**src/rtl/uart_core_if.sv**
```systemverilog
// uart_core_if: SoC-side byte-stream interface of the console UART.
// slave = UART view, master = SoC view.
interface uart_core_if;
  logic [7:0] tx_data;
  logic       tx_valid;
  logic       tx_ready;
  logic       tx_busy;
  logic [7:0] rx_data;
  logic       rx_perr;
  logic       rx_ferr;
  logic       rx_valid;
  logic       rx_ready;
  logic       rx_ovr;
  logic       rx_ovr_clr;

  modport slave (
    input  tx_data, tx_valid, rx_ready, rx_ovr_clr,
    output tx_ready, tx_busy, rx_data, rx_perr, rx_ferr, rx_valid, rx_ovr
  );

  modport master (
    output tx_data, tx_valid, rx_ready, rx_ovr_clr,
    input  tx_ready, tx_busy, rx_data, rx_perr, rx_ferr, rx_valid, rx_ovr
  );
endinterface

```
**src/rtl/uart_core.sv**
```systemverilog
// uart_core: UART transceiver with DIV-cycle bit timing, optional parity,
// TX FIFO feeding the serialiser and RX FIFO holding {ferr, perr, data}.
module uart_core #(
  parameter int unsigned DIV        = 16,
  parameter int unsigned TX_DEPTH   = 8,
  parameter int unsigned RX_DEPTH   = 8,
  parameter bit          PARITY_EN  = 1'b0,
  parameter bit          PARITY_ODD = 1'b0
) (
  input  logic       clk,
  input  logic       rst_n,
  uart_core_if.slave bus,
  input  logic       rxd,
  output logic       txd
);
  localparam int unsigned CW  = $clog2(DIV);
  localparam int unsigned TAW = $clog2(TX_DEPTH);
  localparam int unsigned RAW = $clog2(RX_DEPTH);
  localparam logic [CW-1:0] BIT_LAST  = CW'(DIV - 1);
  localparam logic [CW-1:0] HALF_LAST = CW'(DIV / 2 - 1);

  typedef enum logic [2:0] {S_IDLE, S_START, S_DATA, S_PARITY, S_STOP} state_e;

  // ---------------- TX FIFO ----------------
  logic [7:0]   tx_mem_q [TX_DEPTH];
  logic [TAW:0] tx_wr_q, tx_wr_d, tx_rd_q, tx_rd_d;
  logic         tx_full, tx_empty, tx_push, tx_pop;
  logic [7:0]   tx_head;

  assign tx_full  = (tx_wr_q[TAW] != tx_rd_q[TAW]) &&
                    (tx_wr_q[TAW-1:0] == tx_rd_q[TAW-1:0]);
  assign tx_empty = (tx_wr_q == tx_rd_q);
  assign tx_push  = bus.tx_valid && !tx_full;
  assign tx_head  = tx_mem_q[tx_rd_q[TAW-1:0]];
  assign bus.tx_ready = !tx_full;

  // TX pointer advance
  always_comb begin
    tx_wr_d = tx_push ? tx_wr_q + (TAW+1)'(1) : tx_wr_q;
    tx_rd_d = tx_pop  ? tx_rd_q + (TAW+1)'(1) : tx_rd_q;
  end

  // TX pointer registers
  always_ff @(posedge clk or negedge rst_n) begin
    if (!rst_n) begin
      tx_wr_q <= '0;
      tx_rd_q <= '0;
    end else begin
      tx_wr_q <= tx_wr_d;
      tx_rd_q <= tx_rd_d;
    end
  end

  // TX storage write (contents need no reset; pointers define validity)
  always_ff @(posedge clk) begin
    if (tx_push) tx_mem_q[tx_wr_q[TAW-1:0]] <= bus.tx_data;
  end

  // ---------------- TX serialiser ----------------
  state_e        tx_state_q, tx_state_d;
  logic [CW-1:0] tx_cnt_q, tx_cnt_d;
  logic [2:0]    tx_bit_q, tx_bit_d;
  logic [7:0]    tx_sh_q, tx_sh_d;
  logic          tx_par_q, tx_par_d;
  logic          txd_q, txd_d;
  logic          tx_bit_end;

  // TX state register; txd forced high asynchronously by reset
  always_ff @(posedge clk or negedge rst_n) begin
    if (!rst_n) begin
      tx_state_q <= S_IDLE;
      tx_cnt_q   <= '0;
      tx_bit_q   <= '0;
      tx_sh_q    <= '0;
      tx_par_q   <= 1'b0;
      txd_q      <= 1'b1;
    end else begin
      tx_state_q <= tx_state_d;
      tx_cnt_q   <= tx_cnt_d;
      tx_bit_q   <= tx_bit_d;
      tx_sh_q    <= tx_sh_d;
      tx_par_q   <= tx_par_d;
      txd_q      <= txd_d;
    end
  end

  // TX next state: bit timing, data shifting, FIFO pop at idle or end of stop
  always_comb begin
    tx_state_d = tx_state_q;
    tx_cnt_d   = tx_cnt_q + CW'(1);
    tx_bit_d   = tx_bit_q;
    tx_sh_d    = tx_sh_q;
    tx_par_d   = tx_par_q;
    txd_d      = txd_q;
    tx_pop     = 1'b0;
    tx_bit_end = (tx_cnt_q == BIT_LAST);
    if (tx_bit_end) tx_cnt_d = '0;
    unique case (tx_state_q)
      S_IDLE: begin
        tx_cnt_d = '0;
        txd_d    = 1'b1;
        if (!tx_empty) tx_pop = 1'b1;
      end
      S_START: if (tx_bit_end) begin
        tx_state_d = S_DATA;
        tx_bit_d   = '0;
        txd_d      = tx_sh_q[0];
        tx_sh_d    = {1'b0, tx_sh_q[7:1]};
      end
      S_DATA: if (tx_bit_end) begin
        if (tx_bit_q == 3'd7) begin
          tx_state_d = PARITY_EN ? S_PARITY : S_STOP;
          txd_d      = PARITY_EN ? tx_par_q : 1'b1;
        end else begin
          tx_bit_d = tx_bit_q + 3'd1;
          txd_d    = tx_sh_q[0];
          tx_sh_d  = {1'b0, tx_sh_q[7:1]};
        end
      end
      S_PARITY: if (tx_bit_end) begin
        tx_state_d = S_STOP;
        txd_d      = 1'b1;
      end
      S_STOP: if (tx_bit_end) begin
        tx_state_d = S_IDLE;
        txd_d      = 1'b1;
        if (!tx_empty) tx_pop = 1'b1;
      end
      default: tx_state_d = S_IDLE;
    endcase
    // A pop from either IDLE or end-of-STOP launches the next start bit directly.
    if (tx_pop) begin
      tx_state_d = S_START;
      tx_cnt_d   = '0;
      tx_sh_d    = tx_head;
      tx_par_d   = (^tx_head) ^ PARITY_ODD;
      txd_d      = 1'b0;
    end
  end

  assign txd         = txd_q;
  assign bus.tx_busy = !tx_empty || (tx_state_q != S_IDLE);

  // ---------------- RX deserialiser ----------------
  logic rxd_s1_q, rxd_s2_q, rxd_prev_q;

  // Two-flop synchroniser plus one delayed copy for falling-edge detection
  always_ff @(posedge clk or negedge rst_n) begin
    if (!rst_n) begin
      rxd_s1_q   <= 1'b1;
      rxd_s2_q   <= 1'b1;
      rxd_prev_q <= 1'b1;
    end else begin
      rxd_s1_q   <= rxd;
      rxd_s2_q   <= rxd_s1_q;
      rxd_prev_q <= rxd_s2_q;
    end
  end

  state_e        rx_state_q, rx_state_d;
  logic [CW-1:0] rx_cnt_q, rx_cnt_d;
  logic [2:0]    rx_bit_q, rx_bit_d;
  logic [7:0]    rx_sh_q, rx_sh_d;
  logic          rx_perr_q, rx_perr_d;
  logic          rx_bit_end, rx_push;
  logic [9:0]    rx_word;

  // RX state register
  always_ff @(posedge clk or negedge rst_n) begin
    if (!rst_n) begin
      rx_state_q <= S_IDLE;
      rx_cnt_q   <= '0;
      rx_bit_q   <= '0;
      rx_sh_q    <= '0;
      rx_perr_q  <= 1'b0;
    end else begin
      rx_state_q <= rx_state_d;
      rx_cnt_q   <= rx_cnt_d;
      rx_bit_q   <= rx_bit_d;
      rx_sh_q    <= rx_sh_d;
      rx_perr_q  <= rx_perr_d;
    end
  end

  // RX next state: half-bit start check, then mid-bit samples every DIV cycles
  always_comb begin
    rx_state_d = rx_state_q;
    rx_cnt_d   = rx_cnt_q + CW'(1);
    rx_bit_d   = rx_bit_q;
    rx_sh_d    = rx_sh_q;
    rx_perr_d  = rx_perr_q;
    rx_push    = 1'b0;
    rx_bit_end = (rx_cnt_q == BIT_LAST);
    if (rx_bit_end) rx_cnt_d = '0;
    unique case (rx_state_q)
      S_IDLE: begin
        rx_cnt_d = '0;
        if (rxd_prev_q && !rxd_s2_q) begin
          rx_state_d = S_START;
          rx_perr_d  = 1'b0;
        end
      end
      S_START: if (rx_cnt_q == HALF_LAST) begin
        rx_cnt_d   = '0;
        rx_bit_d   = '0;
        rx_state_d = rxd_s2_q ? S_IDLE : S_DATA;
      end
      S_DATA: if (rx_bit_end) begin
        rx_sh_d = {rxd_s2_q, rx_sh_q[7:1]};
        if (rx_bit_q == 3'd7) rx_state_d = PARITY_EN ? S_PARITY : S_STOP;
        else                  rx_bit_d   = rx_bit_q + 3'd1;
      end
      S_PARITY: if (rx_bit_end) begin
        rx_perr_d  = rxd_s2_q ^ (^rx_sh_q) ^ PARITY_ODD;
        rx_state_d = S_STOP;
      end
      S_STOP: if (rx_bit_end) begin
        rx_push    = 1'b1;
        rx_state_d = S_IDLE;
      end
      default: rx_state_d = S_IDLE;
    endcase
  end

  assign rx_word = {~rxd_s2_q, rx_perr_q, rx_sh_q};

  // ---------------- RX FIFO ----------------
  logic [9:0]   rx_mem_q [RX_DEPTH];
  logic [RAW:0] rx_wr_q, rx_wr_d, rx_rd_q, rx_rd_d;
  logic         rx_full, rx_empty, rx_pop, rx_accept;
  logic         rx_ovr_q, rx_ovr_d;

  assign rx_full   = (rx_wr_q[RAW] != rx_rd_q[RAW]) &&
                     (rx_wr_q[RAW-1:0] == rx_rd_q[RAW-1:0]);
  assign rx_empty  = (rx_wr_q == rx_rd_q);
  assign rx_pop    = !rx_empty && bus.rx_ready;
  assign rx_accept = rx_push && (!rx_full || rx_pop);

  // RX pointers and sticky overrun (a new overrun beats a same-cycle clear)
  always_comb begin
    rx_wr_d  = rx_accept ? rx_wr_q + (RAW+1)'(1) : rx_wr_q;
    rx_rd_d  = rx_pop    ? rx_rd_q + (RAW+1)'(1) : rx_rd_q;
    rx_ovr_d = rx_ovr_q;
    if (bus.rx_ovr_clr)        rx_ovr_d = 1'b0;
    if (rx_push && !rx_accept) rx_ovr_d = 1'b1;
  end

  // RX pointer and overrun registers
  always_ff @(posedge clk or negedge rst_n) begin
    if (!rst_n) begin
      rx_wr_q  <= '0;
      rx_rd_q  <= '0;
      rx_ovr_q <= 1'b0;
    end else begin
      rx_wr_q  <= rx_wr_d;
      rx_rd_q  <= rx_rd_d;
      rx_ovr_q <= rx_ovr_d;
    end
  end

  // RX storage write
  always_ff @(posedge clk) begin
    if (rx_accept) rx_mem_q[rx_wr_q[RAW-1:0]] <= rx_word;
  end

  // Head is masked while empty so outputs read zero after reset without clearing storage.
  assign {bus.rx_ferr, bus.rx_perr, bus.rx_data} = rx_empty ? '0 : rx_mem_q[rx_rd_q[RAW-1:0]];
  assign bus.rx_valid = !rx_empty;
  assign bus.rx_ovr   = rx_ovr_q;
endmodule

```
**src/flat_wrapper.sv**
```systemverilog
// flat-port wrapper written by rule: the top's interface ports become plain ports
module uart_core_flat 
#(
  parameter int unsigned DIV        = 16,
  parameter int unsigned TX_DEPTH   = 8,
  parameter int unsigned RX_DEPTH   = 8,
  parameter bit          PARITY_EN  = 1'b0,
  parameter bit          PARITY_ODD = 1'b0
)
  (clk, rst_n, rxd, txd, bus_tx_data, bus_tx_valid, bus_rx_ready, bus_rx_ovr_clr, bus_tx_ready, bus_tx_busy, bus_rx_data, bus_rx_perr, bus_rx_ferr, bus_rx_valid, bus_rx_ovr);
  uart_core_if bus_i ();
  input  logic clk;
  input  logic rst_n;
  input  logic rxd;
  output logic txd;
  input wire logic [$bits(bus_i.tx_data)-1:0] bus_tx_data;
  input wire logic [$bits(bus_i.tx_valid)-1:0] bus_tx_valid;
  input wire logic [$bits(bus_i.rx_ready)-1:0] bus_rx_ready;
  input wire logic [$bits(bus_i.rx_ovr_clr)-1:0] bus_rx_ovr_clr;
  output wire logic [$bits(bus_i.tx_ready)-1:0] bus_tx_ready;
  output wire logic [$bits(bus_i.tx_busy)-1:0] bus_tx_busy;
  output wire logic [$bits(bus_i.rx_data)-1:0] bus_rx_data;
  output wire logic [$bits(bus_i.rx_perr)-1:0] bus_rx_perr;
  output wire logic [$bits(bus_i.rx_ferr)-1:0] bus_rx_ferr;
  output wire logic [$bits(bus_i.rx_valid)-1:0] bus_rx_valid;
  output wire logic [$bits(bus_i.rx_ovr)-1:0] bus_rx_ovr;
  assign bus_i.tx_data = bus_tx_data;
  assign bus_i.tx_valid = bus_tx_valid;
  assign bus_i.rx_ready = bus_rx_ready;
  assign bus_i.rx_ovr_clr = bus_rx_ovr_clr;
  assign bus_tx_ready = bus_i.tx_ready;
  assign bus_tx_busy = bus_i.tx_busy;
  assign bus_rx_data = bus_i.rx_data;
  assign bus_rx_perr = bus_i.rx_perr;
  assign bus_rx_ferr = bus_i.rx_ferr;
  assign bus_rx_valid = bus_i.rx_valid;
  assign bus_rx_ovr = bus_i.rx_ovr;
  uart_core #(.DIV(DIV), .TX_DEPTH(TX_DEPTH), .RX_DEPTH(RX_DEPTH), .PARITY_EN(PARITY_EN), .PARITY_ODD(PARITY_ODD)) u_core (.clk(clk), .rst_n(rst_n), .bus(bus_i), .rxd(rxd), .txd(txd));
endmodule
```
**config.mk**
```make
export PLATFORM = sky130hd
export DESIGN_NAME = uart_core_flat
export DESIGN_NICKNAME = d
export VERILOG_FILES = /design/src/rtl/uart_core_if.sv /design/src/rtl/uart_core.sv /design/src/flat_wrapper.sv
export SDC_FILE = /design/constraint.sdc
export NUM_CORES = 1
export LEC_CHECK = 0
export ABC_CLOCK_PERIOD_IN_PS = 3900
export CORE_MARGIN = 4
export CORE_UTILIZATION = 30
export CTS_BUF_LIST = sky130_fd_sc_hd__clkbuf_4 sky130_fd_sc_hd__clkbuf_8
export DETAILED_ROUTE_END_ITERATION = 10
export GPL_TIMING_DRIVEN = 1
export PLACE_DENSITY = 0.48
export SETUP_SLACK_MARGIN = 0.15
export SLEW_MARGIN = 5
export SYNTH_ARGS = -nofsm -noshare
export SYNTH_HDL_FRONTEND = slang
export SYNTH_SLANG_ARGS = --single-unit
```
**constraint.sdc**
```tcl
create_clock -name clk -period 3.9 [get_ports clk]
set_input_delay 0.975 -clock clk [delete_from_list [all_inputs] [get_ports clk]]
set_output_delay 0.975 -clock clk [all_outputs]
set_load 0.03 [all_outputs]
```
==> metrics.yaml, run 1 <==
netlist_area_um2: 8630
synth_fa_ha_area_share_pct: 1.57
period_share_pct: 91.4
cts_buffers: 37
slew_headroom_pct: 48.3
post-place-ws_ps: 487
cts_tree: "yes"
synth.top_cell.area_share_pct: 50.1
final_nets: 587
dp.cells: 900
totalWireLength_mm: 16.5
synthToLayoutAreaGrowth_pct: 17.0
num_io_pins: 29
final.setup.tns_ps: 0
cts.sinks: 202
grt_setup_unrepaired: "false"
critPathKind: "flop to output port"
dieArea_um2: 31500
hold_path_class: "flop to flop"
crit_path_start_kind: "flop"
grt_pass1_vias: 4727
ys_seq_area_share_pct: 67.0
synth_warnings: 0
wl_per_cell_um: 17.1
n_antenna_cell: 0
ant_nets: 0
clockBufferDepth: 3
cap_violations: 0
vdd_drop_max_v: 0.000255
synth_top_family_by_area: "multiplexers"
yosys_register_bits: 202
synth_fp_nets: 527
drive_gt1_share_pct: 22.0
fp.dieW_um: 178
drv_slew: 0
io_buffers: 28
insertion_delay_ps: 520
async_reset_ff_share_pct: 28.7
critPathBufInv: 2
viasPerCell: 4.62
ys.flop_type: "edfxtp_1"
die_height_um: 178
start_util_pct: 30.7
synthXorXnorAreaFrac_pct: 3.36
ctsRootBufferMaster: "clkbuf_8"
instances_no_fill: 968
h-tree-depth: 2
rows: 61
track_usage_pct: 10.8
final_util_pct: 35.9
p_per_area_nw_per_um2: 671
cp_cell_sequence: "buf_4 > mux4_2 > mux2i_1 > nor2_1 > clkdlybuf4s50_1"
antenna_found_initial: 1
synth_most_common_cell: "edfxtp_1"
slowest_delay_ps: 590
fin_ws_ps: 334
crit_slowest_cell: "clkdlybuf4s50_1"
p_leak_uw: 0.00373
cts_hold_buf: 0
gp_congestion: 0.681
required_ps: 2920
drc: 0
via_count: 4471
hold_viol: 0
setup_viol: 0
synth.top_cells.by_count: "edfxtp_1 (144), dfrtp_1 (54), nor2_1 (27)"
firstDrtPassIters: 4
yosys.area_share.simple_pct: 7.40
fin_worst_skew_ps: 18.2
min_period_ps: 3570
synth_cells: 503
core_um2: 28100
clk_pin_slew_ps: 60
synthDistinctLibCells: 68
synth-edff-count: 144
grt_pass1_wl_mm: 26.5
status: "finished clean"
grt_overflow: 0
worst_pin_slew_ps: 776
finalPower_uw: 6770
arrival_ps: 2590
crit_fanout: 8
critPathCaptureType: "output port"
yosys.area.top_type: "edfxtp_1"
muxShareOfSynthArea_pct: 14.2
hpwl_mm: 10.5
synth_area_leaders: "edfxtp_1 (50%), dfrtp_1 (16%), mux4_2 (6.3%)"
crit_family: "buffers and inverters"
syn_avg_cell_area_um2: 17.2
max_freq_mhz: 280
synth_compound_area_share_pct: 4.13
drtIter0Drc: 314
grt_max_degree: 59
report_power, final:
part | total (uW) | internal [uW] | leakage, uW | switching [uW]
registers | 2890 | 2620 | 0.00206 | 275
logic | 1990 | 965 | 0.00130 | 1020
clock network | 1890 | 1030 | 0.000363 | 859
stage by stage:
stage | cell area (um2) | hold WS (ps)
final | 10100 | 365
after global routing | 10100 | 376
after CTS | 10100 | 367
after detailed placement | 9360 | 358
after global placement | 9360 | 348
after floorplan | 8630 | 345
flip-flops by register name, summed over array words and instances (netlist names), 3 cells and up:
signal	flops
u_core.rx_sh_q	8
u_core.tx_state_q	3
u_core.rx_cnt_q	4
u_core.tx_sh_q	8
u_core.rx_rd_q	4
u_core.tx_mem_q	64
u_core.tx_rd_q	4
u_core.tx_wr_q	4
u_core.rx_bit_q	3
u_core.tx_bit_q	3
u_core.rx_mem_q	80
u_core.rx_state_q	3
u_core.tx_cnt_q	4
u_core.rx_wr_q	4
worst paths after layout:
check	from	end	slack, ps	cells after the start
worst max-delay path	u_core.rx_rd_q[0]$_DFFE_PN0P_	bus_rx_data[0]	330	5
worst min register to register	u_core.rxd_s1_q$_DFF_PN1_	u_core.rxd_s2_q$_DFF_PN1_	370	0
worst max register to register	u_core.rx_cnt_q[0]$_DFF_PN0_	u_core.rx_mem_q[7][3]$_DFFE_PP_	1190	5
max in group asynchronous	rst_n	u_core.rx_rd_q[0]$_DFFE_PN0P_	2740	2
worst min-delay path	u_core.rxd_s1_q$_DFF_PN1_	u_core.rxd_s2_q$_DFF_PN1_	370	0
min in group asynchronous	rst_n	u_core.tx_wr_q[2]$_DFFE_PN0P_	610	2
worst register-to-register path, cell delays in order, from the launching register on:
cell	delay, ps
dfrtp_1	390
ha_1	230
nand2_1	130
or4b_4	610
a21oi_4	270
and4_1	710
area by class of cell:
cell class / instances / area (um2)
Sequential cell: 202 / 5780
Clock buffer: 44 / 562
Fill cell: 2709 / 18000
Multi-Input combinational cell: 262 / 2650
Inverter: 12 / 45.0
Clock inverter: 22 / 133
Timing Repair Buffer: 48 / 450
Tap cell: 378 / 473
cells in the final DEF (no fill, tap or decap), types with 3 or more instances in the layout:
cell type and count:
clkbuf_8 37, mux2i_1 22, dfrtp_1 53, and3_1 5
clkinv_2 7, mux4_1 12, nand2_1 20, edfxtp_1 144
clkdlybuf4s50_1 27, ha_1 10, mux4_2 24, o21ai_0 6
mux2_2 10, xnor2_1 12, buf_4 18, nor3_1 13
and2_1 3, xor2_1 11, nor2_1 27, nor3b_1 6
o32ai_1 4, mux2_1 3, dfstp_2 4, a221o_1 7
and4b_1 3, clkbuf_4 7, nand3_1 11, clkinv_1 11
a21oi_1 7, inv_1 11
kinds of logic after synthesis:
kind of cell	Yosys count
muxes	71
xor gates and xnor gates	27
DFF	202
buffers and inverters	39
and+or+nand+nor	112
AOI/OAI and AO/OA	41
adders and majority gates	11
metal layers:
layer  vias up  track usage (%)  wire length (um)
li1       2095                -                 -
met1      2285             13.4              7190
met2        64             18.3              8340
met3        25             2.88               686
met4         2             3.45               291
met5         -                0                13
what timing repair did:
action                                  CTS  global route
buffers inserted                          0             2
pin swaps                                 0             0
endpoints found under the setup margin   11             7
resized for setup                         2             1
cloned                                    0             0
Power figures use the tool's default switching activity.
==> inputs of run 2 (changes only) <==
Settings changed: CORE_MARGIN 4 to 1.5.
==> run 2 against run 1 <==
Against the previous run: via count increased by 0.34%; clock power up 5%; flip-flop and latch count stayed put; global-route usage is 0.70 points higher; clock skew grew 13 ps; routed wire length up 0.14%.
==> metrics.yaml, run 2 (same netlist as run 1, synthesis figures left out) <==
hpwl_mm: 9.94  # -5.4%
critPathCaptureType: "output port"
insertion_delay_ps: 540  # +20 ps
cts_hold_buf: 0  # unchanged
p_per_area_nw_per_um2: 676  # +0.88%
postCtsSetupBuffers: 0  # unchanged
antenna_found_initial: 0  # -1
grt_setup_unrepaired: "false"
largest_register_ffs: 80  # unchanged
core_um2: 28000  # -0.27%
max_freq_mhz: 278  # -0.70%
regToRegStartpoint: "u_core.rx_cnt_q[0]$_DFF_PN0_"
crit_path_start_kind: "flop"
hold_viol: 0  # unchanged
final.setup.tns_ps: 0  # unchanged
p_leak_uw: 0.00373  # +0.14%
seqPwrFrac_pct: 42.2  # -0.5 points
hold_path_class: "flop to flop"
p_sw_share_pct: 31.7  # -0.12 points
ant_nets: 0  # unchanged
final_nets: 583  # -0.68%
viasPerCell: 4.65  # +0.65%
setup_viol: 0  # unchanged
io_buffers: 28  # unchanged
min_period_ps: 3590  # +25.2 ps
drtIter0Drc: 267  # -15%
pwr-share-clk_pct: 29.1  # +1.2 points
rrSetupSlack_ps: 1240  # +50 ps
totalWireLength_mm: 16.5  # +0.14%
cts_buffers: 37  # unchanged
drive_gt1_share_pct: 22.5  # +0.45 points
period_share_pct: 92.1  # +0.65 points
hp-start: "u_core.rxd_s1_q$_DFF_PN1_"
final_common_cell: "edfxtp_1"
drv_slew: 0  # unchanged
drc: 0  # unchanged
cap_violations: 0  # unchanged
grt_pass1_wl_mm: 26.7  # +0.89%
rows: 61  # unchanged
cts.sinks: 202  # unchanged
critPathKind: "flop to output port"
via_count: 4486  # +0.34%
h-tree-depth: 2  # unchanged
hold_ws_ps: 326  # -39.7 ps
cp-startpoint: "u_core.rx_rd_q[0]$_DFFE_PN0P_"
clockBufferDepth: 3  # unchanged
num_io_pins: 29  # unchanged
arrival_ps: 2620  # +30 ps
final_cell_mix: "edfxtp_1 (144), dfrtp_1 (54), clkbuf_8 (39)"
p_int_uw: 4660  # +1.1%
grt_max_degree: 49  # -17%
required_ps: 2920  # about the same
synthToLayoutAreaGrowth_pct: 17.0  # unchanged
cts_tree: "yes"
firstDrtPassIters: 6  # +2
die_height_um: 173  # -2.8%
grt_overflow: 0  # unchanged
dieArea_um2: 29800  # -5.6%
gp_congestion: 0.716  # +5.1%
fin_worst_skew_ps: 31.6  # +13.4 ps
power_frac_comb_pct: 28.8  # -0.6 points
clk_pin_slew_ps: 60  # about the same
n_antenna_cell: 0  # unchanged
track_usage_pct: 11.5  # +0.70 points
worst_pin_slew_ps: 1120  # +340 ps
vdd_drop_max_v: 0.000393  # +54%
power_switching_uw: 2170  # +0.49%
grt_pass1_vias: 4903  # +3.7%
wl_per_cell_um: 17.1  # +0.45%
start_util_pct: 30.8  # +0.084 points
crit_fanout: 23  # +15
fp.dieW_um: 173  # -2.8%
status: "finished clean"
slew_headroom_pct: 25.6  # -23 points
ctsRootBufferMaster: "clkbuf_8"
## run 2: cell types whose count changed in the layout (fill, tap and decap cells not counted), sizes merged
cell,delta
clkbuf,+7
dlymetal6s2s,+1
buf,-4
clkdlybuf4s50,-1
clkinv,-6
## run 2: area by class of cell
class / count / area, um2
Clock buffer: 51 / 627
Timing Repair Buffer: 44 / 410
Clock inverter: 16 / 110
Multi-Input combinational cell: 262 / 2640
Inverter: 12 / 45.0
Fill cell: 2656 / 17900
Sequential cell: 202 / 5780
Tap cell: 378 / 473
## run 2: path summary, 6_finish.rpt
path | depth (start not counted) | endpoint
setup reg to reg | 5 | u_core.rx_mem_q[6][2]$_DFFE_PP_
hold / removal | 0 | u_core.rxd_s2_q$_DFF_PN1_
max in group asynchronous | 2 | u_core.rx_rd_q[2]$_DFFE_PN0P_
min in group asynchronous | 1 | u_core.tx_wr_q[0]$_DFFE_PN0P_
setup / recovery | 5 | bus_rx_data[5]
hold reg to reg | 0 | u_core.rxd_s2_q$_DFF_PN1_
## run 2: power by group through the flow
stage          logic [uW]  clock network [uW]  registers, uW
2_1_floorplan        1550                   0           2810
3_3_place_gp         1960                   0           2890
3_5_place_dp         1990                   0           2910
4_1_cts              2000                2050           2870
5_1_grt              2170                2150           2920
6_report             1970                1980           2880
## run 2: metrics by stage
step                setup WS (ps)  utilization (%)  std cells  area [um2]  total power, uW
floorplan                    1210                -        503        8630             4370
global placement              622             33.3        898        9340             4850
detailed placement            643             33.3        898        9340             4900
CTS                           164             36.0        965       10100             6930
global route                  155             36.0        965       10100             7250
finish                        309             36.0        965       10100             6830
## run 2: timing repair
| item | 4_1_cts | 5_1_grt |
|---|---|---|
| resized for setup | 2 | 4 |
| endpoints found under the setup margin | 11 | 8 |
| pin swaps | 0 | 0 |
## run 2: layer usage
metal,routed length (um),GRT usage (%)
met1,7140,14.3
met2,8180,19.2
met3,795,2.88
met4,438,4.50
met5,0,0
## run 2: critical path: stages, from the launching register on
cell and delay, ps:
dfrtp_1 410, buf_12 240, mux4_2 520, mux2i_1 220, nor2_1 70, clkdlybuf4s50_1 600
